--- src/rtl/gfx_pkg.sv ---
// Shared gfx types and constants: bus word, byte-lane shift and the default boot length.
package gfx_pkg;
  localparam int AXIL_AW      = 32;
  localparam int AXIL_DW      = 32;
  localparam int SUBWORD_BITS = 2;
  localparam int BOOT_WORDS   = 128;

  typedef logic [AXIL_DW-1:0] word;
  typedef logic [AXIL_AW-1:0] addr_t;

  typedef enum logic [1:0] {
    ST_IDLE,
    ST_READ,
    ST_WRITE,
    ST_DONE
  } boot_state_e;

  // Byte address of word idx from base; wraps at the bus address width.
  function automatic addr_t word_addr(input addr_t base, input logic [31:0] idx);
    return base + addr_t'(idx << SUBWORD_BITS);
  endfunction
endpackage

--- src/rtl/if_axil.sv ---
// AXI-Lite bundle for the gfx boot path; m is the master view, s the slave view.
interface if_axil;
  import gfx_pkg::*;

  addr_t                awaddr;
  logic                 awvalid;
  logic                 awready;
  word                  wdata;
  logic [AXIL_DW/8-1:0] wstrb;
  logic                 wvalid;
  logic                 wready;
  logic                 bvalid;
  logic                 bready;
  addr_t                araddr;
  logic                 arvalid;
  logic                 arready;
  word                  rdata;
  logic                 rvalid;
  logic                 rready;

  modport m (
    output awaddr, awvalid, wdata, wstrb, wvalid, bready, araddr, arvalid, rready,
    input  awready, wready, bvalid, arready, rdata, rvalid
  );

  modport s (
    input  awaddr, awvalid, wdata, wstrb, wvalid, bready, araddr, arvalid, rready,
    output awready, wready, bvalid, arready, rdata, rvalid
  );
endinterface

--- src/rtl/gfx_axil_chan_track.sv ---
// One AXI-Lite channel: valid set on launch, dropped on its own handshake (no ready->valid path).
// fin = handshake done so far, including a handshake completing this cycle; sticky until next launch.
module gfx_axil_chan_track (
  input  logic clk,
  input  logic rst_n,
  input  logic launch,
  input  logic peer,
  output logic vld,
  output logic fin
);
  logic done_q;
  logic hs;

  assign hs  = vld & peer;
  assign fin = done_q | hs;

  always_ff @(posedge clk or negedge rst_n) begin
    if (!rst_n) begin
      vld    <= 1'b0;
      done_q <= 1'b0;
    end else if (launch) begin
      vld    <= 1'b1;
      done_q <= 1'b0;
    end else if (hs) begin
      vld    <= 1'b0;
      done_q <= 1'b1;
    end
  end
endmodule

--- src/rtl/gfx_boot_loader.sv ---
// Copies WORDS words ROM->destination over AXI-Lite, then releases the shader core reset.
// Two cycles per word with zero-wait slaves; each channel waits on its own ready/valid.
module gfx_boot_loader
  import gfx_pkg::*;
#(
  parameter int    WORDS    = BOOT_WORDS,
  parameter addr_t ROM_BASE = '0,
  parameter addr_t DST_BASE = '0
) (
  input  logic clk,
  input  logic rst_n,
  input  logic start,
  if_axil.m    rom,
  if_axil.m    dst,
  output logic busy,
  output logic done,
  output logic core_rst_n
);
  localparam int            IW   = $clog2(WORDS) + 1;
  localparam logic [IW-1:0] LAST = IW'(WORDS - 1);

  boot_state_e   state;
  logic [IW-1:0] idx;
  word           data;
  logic          rd_launch, wr_launch, rd_all, wr_all, last, r_hs;
  logic          ar_fin, r_fin, aw_fin, w_fin, b_fin;

  assign r_hs      = rom.rready & rom.rvalid;
  assign rd_all    = ar_fin & r_fin;
  assign wr_all    = aw_fin & w_fin & b_fin;
  assign last      = (idx == LAST);
  assign rd_launch = ((state == ST_IDLE) && start) || ((state == ST_WRITE) && wr_all && !last);
  assign wr_launch = (state == ST_READ) && rd_all;

  gfx_axil_chan_track u_ar (.clk(clk), .rst_n(rst_n), .launch(rd_launch), .peer(rom.arready), .vld(rom.arvalid), .fin(ar_fin));
  gfx_axil_chan_track u_r  (.clk(clk), .rst_n(rst_n), .launch(rd_launch), .peer(rom.rvalid),  .vld(rom.rready),  .fin(r_fin));
  gfx_axil_chan_track u_aw (.clk(clk), .rst_n(rst_n), .launch(wr_launch), .peer(dst.awready), .vld(dst.awvalid), .fin(aw_fin));
  gfx_axil_chan_track u_w  (.clk(clk), .rst_n(rst_n), .launch(wr_launch), .peer(dst.wready),  .vld(dst.wvalid),  .fin(w_fin));
  gfx_axil_chan_track u_b  (.clk(clk), .rst_n(rst_n), .launch(wr_launch), .peer(dst.bvalid),  .vld(dst.bready),  .fin(b_fin));

  // The ROM port only reads and the destination port only writes.
  assign rom.awaddr  = '0;
  assign rom.awvalid = 1'b0;
  assign rom.wdata   = '0;
  assign rom.wstrb   = '0;
  assign rom.wvalid  = 1'b0;
  assign rom.bready  = 1'b0;
  assign dst.araddr  = '0;
  assign dst.arvalid = 1'b0;
  assign dst.rready  = 1'b0;

  always_ff @(posedge clk or negedge rst_n) begin
    if (!rst_n) begin
      state      <= ST_IDLE;
      idx        <= '0;
      data       <= '0;
      rom.araddr <= '0;
      dst.awaddr <= '0;
      dst.wdata  <= '0;
      dst.wstrb  <= '0;
      busy       <= 1'b0;
      done       <= 1'b0;
      core_rst_n <= 1'b0;
    end else begin
      case (state)
        ST_IDLE: if (start) begin
          idx        <= '0;
          rom.araddr <= word_addr(ROM_BASE, 32'd0);
          busy       <= 1'b1;
          state      <= ST_READ;
        end
        ST_READ: begin
          if (r_hs) data <= rom.rdata;
          if (rd_all) begin
            dst.awaddr <= word_addr(DST_BASE, 32'(idx));
            // R may complete in the same cycle as the exit, before data is captured.
            dst.wdata  <= r_hs ? rom.rdata : data;
            dst.wstrb  <= '1;
            state      <= ST_WRITE;
          end
        end
        ST_WRITE: if (wr_all) begin
          if (last) begin
            busy  <= 1'b0;
            state <= ST_DONE;
          end else begin
            idx        <= idx + 1'b1;
            rom.araddr <= word_addr(ROM_BASE, 32'(idx) + 32'd1);
            state      <= ST_READ;
          end
        end
        ST_DONE: begin
          core_rst_n <= 1'b1;
          done       <= 1'b1;
        end
        default: state <= ST_IDLE;
      endcase
    end
  end
endmodule

--- src/flat_wrapper.sv ---
// flat-port wrapper written by rule: the top's interface ports become plain ports
module gfx_boot_loader_flat import gfx_pkg::*;
#(
  parameter int    WORDS    = BOOT_WORDS,
  parameter addr_t ROM_BASE = '0,
  parameter addr_t DST_BASE = '0
)
  (clk, rst_n, start, busy, done, core_rst_n, rom_awaddr, rom_awvalid, rom_wdata, rom_wstrb, rom_wvalid, rom_bready, rom_araddr, rom_arvalid, rom_rready, rom_awready, rom_wready, rom_bvalid, rom_arready, rom_rdata, rom_rvalid, dst_awaddr, dst_awvalid, dst_wdata, dst_wstrb, dst_wvalid, dst_bready, dst_araddr, dst_arvalid, dst_rready, dst_awready, dst_wready, dst_bvalid, dst_arready, dst_rdata, dst_rvalid);
  if_axil rom_i ();
  if_axil dst_i ();
  input  logic clk;
  input  logic rst_n;
  input  logic start;
  output logic busy;
  output logic done;
  output logic core_rst_n;
  output wire logic [$bits(rom_i.awaddr)-1:0] rom_awaddr;
  output wire logic [$bits(rom_i.awvalid)-1:0] rom_awvalid;
  output wire logic [$bits(rom_i.wdata)-1:0] rom_wdata;
  output wire logic [$bits(rom_i.wstrb)-1:0] rom_wstrb;
  output wire logic [$bits(rom_i.wvalid)-1:0] rom_wvalid;
  output wire logic [$bits(rom_i.bready)-1:0] rom_bready;
  output wire logic [$bits(rom_i.araddr)-1:0] rom_araddr;
  output wire logic [$bits(rom_i.arvalid)-1:0] rom_arvalid;
  output wire logic [$bits(rom_i.rready)-1:0] rom_rready;
  input wire logic [$bits(rom_i.awready)-1:0] rom_awready;
  input wire logic [$bits(rom_i.wready)-1:0] rom_wready;
  input wire logic [$bits(rom_i.bvalid)-1:0] rom_bvalid;
  input wire logic [$bits(rom_i.arready)-1:0] rom_arready;
  input wire logic [$bits(rom_i.rdata)-1:0] rom_rdata;
  input wire logic [$bits(rom_i.rvalid)-1:0] rom_rvalid;
  output wire logic [$bits(dst_i.awaddr)-1:0] dst_awaddr;
  output wire logic [$bits(dst_i.awvalid)-1:0] dst_awvalid;
  output wire logic [$bits(dst_i.wdata)-1:0] dst_wdata;
  output wire logic [$bits(dst_i.wstrb)-1:0] dst_wstrb;
  output wire logic [$bits(dst_i.wvalid)-1:0] dst_wvalid;
  output wire logic [$bits(dst_i.bready)-1:0] dst_bready;
  output wire logic [$bits(dst_i.araddr)-1:0] dst_araddr;
  output wire logic [$bits(dst_i.arvalid)-1:0] dst_arvalid;
  output wire logic [$bits(dst_i.rready)-1:0] dst_rready;
  input wire logic [$bits(dst_i.awready)-1:0] dst_awready;
  input wire logic [$bits(dst_i.wready)-1:0] dst_wready;
  input wire logic [$bits(dst_i.bvalid)-1:0] dst_bvalid;
  input wire logic [$bits(dst_i.arready)-1:0] dst_arready;
  input wire logic [$bits(dst_i.rdata)-1:0] dst_rdata;
  input wire logic [$bits(dst_i.rvalid)-1:0] dst_rvalid;
  assign rom_awaddr = rom_i.awaddr;
  assign rom_awvalid = rom_i.awvalid;
  assign rom_wdata = rom_i.wdata;
  assign rom_wstrb = rom_i.wstrb;
  assign rom_wvalid = rom_i.wvalid;
  assign rom_bready = rom_i.bready;
  assign rom_araddr = rom_i.araddr;
  assign rom_arvalid = rom_i.arvalid;
  assign rom_rready = rom_i.rready;
  assign rom_i.awready = rom_awready;
  assign rom_i.wready = rom_wready;
  assign rom_i.bvalid = rom_bvalid;
  assign rom_i.arready = rom_arready;
  assign rom_i.rdata = rom_rdata;
  assign rom_i.rvalid = rom_rvalid;
  assign dst_awaddr = dst_i.awaddr;
  assign dst_awvalid = dst_i.awvalid;
  assign dst_wdata = dst_i.wdata;
  assign dst_wstrb = dst_i.wstrb;
  assign dst_wvalid = dst_i.wvalid;
  assign dst_bready = dst_i.bready;
  assign dst_araddr = dst_i.araddr;
  assign dst_arvalid = dst_i.arvalid;
  assign dst_rready = dst_i.rready;
  assign dst_i.awready = dst_awready;
  assign dst_i.wready = dst_wready;
  assign dst_i.bvalid = dst_bvalid;
  assign dst_i.arready = dst_arready;
  assign dst_i.rdata = dst_rdata;
  assign dst_i.rvalid = dst_rvalid;
  gfx_boot_loader #(.WORDS(WORDS), .ROM_BASE(ROM_BASE), .DST_BASE(DST_BASE)) u_core (.clk(clk), .rst_n(rst_n), .start(start), .rom(rom_i), .dst(dst_i), .busy(busy), .done(done), .core_rst_n(core_rst_n));
endmodule
--- config.mk ---
export PLATFORM = sky130hd
export DESIGN_NAME = gfx_boot_loader_flat
export DESIGN_NICKNAME = d
export VERILOG_FILES = /design/src/rtl/gfx_pkg.sv /design/src/rtl/if_axil.sv /design/src/rtl/gfx_axil_chan_track.sv /design/src/rtl/gfx_boot_loader.sv /design/src/flat_wrapper.sv
export SDC_FILE = /design/constraint.sdc
export NUM_CORES = 1
export LEC_CHECK = 0
export ABC_AREA = 1
export CAP_MARGIN = 20
export CELL_PAD_IN_SITES_DETAIL_PLACEMENT = 1
export CELL_PAD_IN_SITES_GLOBAL_PLACEMENT = 2
export CORE_ASPECT_RATIO = 1.5
export CORE_UTILIZATION = 23
export DETAILED_ROUTE_END_ITERATION = 7
export PLACE_DENSITY = 0.85
export SLEW_MARGIN = 20
export SYNTH_ARGS = -nofsm -noshare
export SYNTH_HDL_FRONTEND = slang
export SYNTH_SLANG_ARGS = --single-unit
--- constraint.sdc ---
create_clock -name clk -period 4.1 [get_ports clk]
set_input_delay 0.41 -clock clk [delete_from_list [all_inputs] [get_ports clk]]
set_output_delay 0.41 -clock clk [all_outputs]
set_load 0.01 [all_outputs]
After elaboration in Yosys (flattened, before gate mapping)
Index checks and enable logic that the tools add are counted.

cells by class
  add/sub/neg operators = 2
  eq/ne operators = 9
  reductions and logical operators = 18
  bitwise operators = 13
  mux-type cells = 38

operator list
  kind                                                              count
  32-bit 2-to-1 mux                                                 4
  32-bit case mux with 2 select lines                               1
  8-bit 2-to-1 mux                                                  3
  1-bit 2-to-1 mux                                                  23
  8-bit case mux with 2 select lines                                1
  4-bit AND reduction                                               3
  2-bit nonzero test                                                6
  8-bit by 1-bit adder with 9-bit output (second input constant)    1
  8-bit by 1-bit adder with 8-bit output (second input constant)    1
  1-bit AND                                                         8
  8-bit by 7-bit == test with 1-bit output (second input constant)  1
  2-bit 2-to-1 mux                                                  4
  2-bit by 1-bit != test with 1-bit output (second input constant)  3
  2-bit case mux with 3 select lines                                1
  1-bit OR                                                          5
  2-bit == test (second input constant)                             2
  1-bit logical AND                                                 4
  2-bit != test (second input constant)                             2
  3-bit nonzero test                                                1
  2-bit by 1-bit == test with 1-bit output (second input constant)  1
  2-bit zero test                                                   1
  1-bit case mux with 2 select lines                                1
  2-bit AND reduction                                               1
  1-bit zero test                                                   1
  1-bit logical OR                                                  1

storage, ports and cells
  register bits = 127
  input bits = 77

Depth between registers and ports, before layout
  word-level depth = 8
  gate-level depth with buffers = 8

By module
Synthesis repeated with hierarchy kept, for this count alone.

second synthesis, totals
  cell total of the unflattened synthesis = 693
  area total of the unflattened synthesis = 5551.6 um^2

by module, submodules not included
  module               cells an instance  sequential area each (um^2)  area an instance (um^2)  instances
  gfx_boot_loader      653                2152.1                       5144.9                   1
  gfx_axil_chan_track  8                  50.0                         81.3                     5

Worst setup path after synthesis
Ideal clock, no wire load.

  path type = register to register
  start point = reg u_core.state[0]
  end point = reg u_core.idx[4]
  path slack = 2.677 ns
  data required time = 3.982 ns
  buffers on the path = 2
  data arrival time = 1.305 ns
  period minus slack after synthesis = 1.423 ns
  stages on the path, launching flop included = 9
  setup time = 0.118 ns
  cell sequence = dfrtp_1 > inv_1 > ha_1 > buf_2 > nand2_1 > nand3_2 > buf_6 > nand2_1 > o21ai_2

on the way
  cells in the longest elaborated chain, start to end = 3
  elaborated cells on any way between the ends = 8
  classes of those cells = eq/ne: 4; mux: 1; reduce/logical: 3

ends and longest elaborated chain
  element                                                                            line                   RTL
  start, declared                                                                    gfx_boot_loader.sv:22  boot_state_e state;
  start signal, assigned                                                             gfx_boot_loader.sv:54  state <= ST_IDLE;
  start signal, assigned                                                             gfx_boot_loader.sv:70  state <= ST_READ;
  start signal, assigned                                                             gfx_boot_loader.sv:79  state <= ST_WRITE;
  2-bit == test / 2-bit zero test (equally long branches)                            gfx_boot_loader.sv:65  case (state)
  2-bit by 1-bit != test with 1-bit output (no source line) (tied with other cells)  --
  4-bit AND reduction (no source line)                                               --
  end signal, assigned                                                               gfx_boot_loader.sv:87  idx <= idx + 1'b1;
  end, declared                                                                      gfx_boot_loader.sv:23  logic [IW-1:0] idx;

Parallel ways exist; a longest one is shown, timed or not.
A chain may end at the register's enable or synchronous reset.

Worst setup path after layout
  start point = reg u_core.state[0]
  end point = reg u_core.idx[0]

Same word-level chain as after synthesis.

==> impl_metrics.tcl <==
set metrics [dict create \
    synth_area_leaders "dfrtp_1, buf_4, nand2_1" \
    post_cts_buffers 0 \
    dieArea_um2 24500 \
    reg2reg_from "u_core.state[0]" \
    async_reset_ff_frac 1.00 \
    fin_skew_ns 0.00912 \
    numClockSinks 96 \
    ir_drop_uv 182 \
    setup_violations 0 \
    initial_core_util 0.236 \
    area_growth_pct 18.6 \
    route.detailed.drc 0 \
    crit_type "reg2reg" \
    cp_slowest_stage_delay_ns 0.44 \
    cpMaxStageDelayCell "dfrtp_1" \
    arrival_ns 2.29 \
    synth_top_area_cell "dfrtp_1" \
    fp.dieH_um 191 \
    tightest_slew_ns 0.761 \
    core_um2 23200 \
    antenna_found_initial 0 \
    drive_gt1_frac 0.0692 \
    finalCritPeriodShare 0.489 \
    synth-seq-cells 96 \
    instances_no_fill 1095 \
    netlist_area_um2 5480 \
    grt_pass1_wl_um 20700 \
    crit_chain "inv_1 > ha_1 > inv_1 > o21ai_1 > a21boi_0 > nand3_1 > nand2_1" \
    insertion_delay_ns 0.35 \
    startpoint_type "register" \
    cts_resized 0 \
    cp_common_cell "inv_1" \
    rsz0062_at_grt "no" \
    crit_buf_inv 2 \
    crit_path_end_kind "register" \
    synth_edf_count 0 \
    grt_pass1_vias 4071 \
    drt_iter0_markers 96 \
    grt_max_degree 74 \
    gp_congestion 0.725 \
    rr_worst_depth 7 \
    synth_common_cells "nand2_1, buf_4, dfrtp_1, o21ai_1" \
    synth_area_per_cell_um2 7.96 \
    cap_viol_max_count 0 \
    ys_types 25 \
    wl_per_cell_um 12.0 \
    io_buffers 100 \
    yosysTopAreaCellShare 0.438 \
    ys_warn_count 0 \
    dpl.hpwl_um 8860 \
    final.min_clock_period_ns 2.00 \
    drt-total-wl_um 13100 \
    dp.cells 1079 \
    postCtsHoldBufs 0 \
    root_buffer "clkbuf_16" \
    insertedDiodeCount 0 \
    fin_nets 858 \
    finalHoldViolations 0 \
    cts_tree "built" \
    setup_tns_ns 0 \
    netlist_instances 689 \
    grt_usage 0.111 \
    drt-vias-per-instance 3.76 \
    ant_nets 0 \
    synthMostInstantiatedCell "nand2_1" \
    worstPathRequired_ns 4.39 \
    critPathTopFamily "compound AO/OA/AOI/OAI gates" \
    grt-ovfl-total 0 \
    clk_path_buf_depth 2 \
    clkTransAtPathRegs_ns 0.07 \
    rows 68 \
    die_w_um 128 \
    timing.slew.headroom 0.492 \
    ios 290 \
    ys.flop_type "dfrtp_1" \
    hp-class "in2async" \
    drv_slew 0 \
    fmaxAchievable_ghz 0.499 \
    drt-pass1-iter-count 5 \
    p_per_area_nw_per_um2 302 \
    ys_seq_area_frac 0.438 \
    ff2ff_setup_slack_ns 2.10 \
    via_count 4118 \
    numCtsBuffers 9 \
    r2r_end "u_core.idx[0]" \
    cp_max_fo 11 \
    run_status "finished clean" \
    p_leak_nw 3.20 \
    htreeDepth 3 \
]
[state kept, by name, indices dropped and copies added, names as in the netlist]
register and flops:
u_core.busy 1, u_core.core_rst_n 1, u_core.data 32, u_core.dst.awaddr 8, u_core.dst.wdata 32, u_core.dst.wstrb 1, u_core.idx 7, u_core.rom.araddr 2
u_core.state 2, u_core.u_ar.done_q 1, u_core.u_ar.vld 1, u_core.u_aw.done_q 1, u_core.u_aw.vld 1, u_core.u_b.done_q 1, u_core.u_b.vld 1, u_core.u_r.done_q 1
u_core.u_r.vld 1, u_core.u_w.done_q 1, u_core.u_w.vld 1
[where the power goes]
part / internal, W / leakage [nW] / switching (W)
clock network: 0.000507 / 0.141 / 0.000378
registers: 0.000948 / 1.14 / 0.000000826
logic: 0.0000348 / 1.93 / 0.0000930
[area by class of cell]
| cell class | instances | area [µm²] |
|---|---|---|
| clock buffers | 12 | 256 |
| clock inverters | 4 | 52.6 |
| fillers | 2856 | 16700 |
| inverters | 63 | 259 |
| multi-input cells | 501 | 2110 |
| flip-flops and latches | 96 | 2400 |
| well taps | 315 | 394 |
| repair buffers | 104 | 1030 |
[metrics by stage]
stage / instance area (µm²) / utilization / setup WS [ns] / hold WS, ns / power (W)
after floorplan: 6050 / - / 2.68 / 0.114 / 0.00114
after global placement: 6190 / 0.267 / 1.94 / 0.462 / 0.00109
after detailed placement: 6190 / 0.267 / 1.92 / 0.466 / 0.00109
after CTS: 6500 / 0.280 / 2.07 / 0.266 / 0.00200
after global routing: 6510 / 0.280 / 1.86 / 0.148 / 0.00205
final: 6510 / 0.280 / 2.10 / 0.0796 / 0.00196
[worst register-to-register path: stages, from the launching register on]
cell and delay (ns):
dfrtp_1 0.44, inv_1 0.11, ha_1 0.41, inv_1 0.12, o21ai_1 0.26, a21boi_0 0.39, nand3_1 0.14, nand2_1 0.08
[cells by family (layout without fill, tap and decap cells)]
family	Yosys count	count (layout)	synth area share
other cells	1	152	0.000684
fa+ha+maj	6	6	0.0137
flops	96	96	0.438
simple gates	254	254	0.184
compound gates	89	89	0.0824
buf+inv	243	183	0.282
[worst max path at each step]
stage                                from                     to  slack (ns)  cells after the start
final                     u_core.state[0]          u_core.idx[0]        2.10                      7
after global routing      u_core.state[0]  u_core.rom.araddr[10]        1.86                      7
after CTS                 u_core.state[0]          u_core.idx[4]        2.07                      7
after detailed placement      dst_awready          u_core.idx[4]        1.92                      8
after global placement        dst_awready          u_core.idx[4]        1.94                      8
after floorplan           u_core.state[0]          u_core.idx[4]        2.68                      8
[per-layer routing]
metal | vias to the layer above | global-route usage | share of wire
li1 | 1971 | - | -
met1 | 1960 | 0.121 | 0.41
met2 | 176 | 0.202 | 0.51
met3 | 11 | 0.0280 | 0.068
met4 | 0 | 0.0421 | 0.015
met5 | - | 0 | 0
[placed cells by master (no fill, tap or decap), types with 2 or more instances in the layout]
| master | count |
|---|---|
| nand2_1 | 190 |
| conb_1 | 152 |
| clkdlybuf4s50_1 | 99 |
| dfrtp_1 | 96 |
| o21ai_1 | 52 |
| inv_1 | 39 |
| nor2_1 | 39 |
| a21oi_1 | 33 |
| clkinv_2 | 18 |
| nand3_1 | 14 |
| clkbuf_16 | 9 |
| inv_2 | 6 |
| ha_1 | 5 |
| buf_4 | 4 |
| nand3_2 | 3 |
| clkinvlp_4 | 3 |
| o21ai_0 | 2 |
| nor2_2 | 2 |
| or2_2 | 2 |
| clkbuf_8 | 2 |
Power figures use the tool's default switching activity.
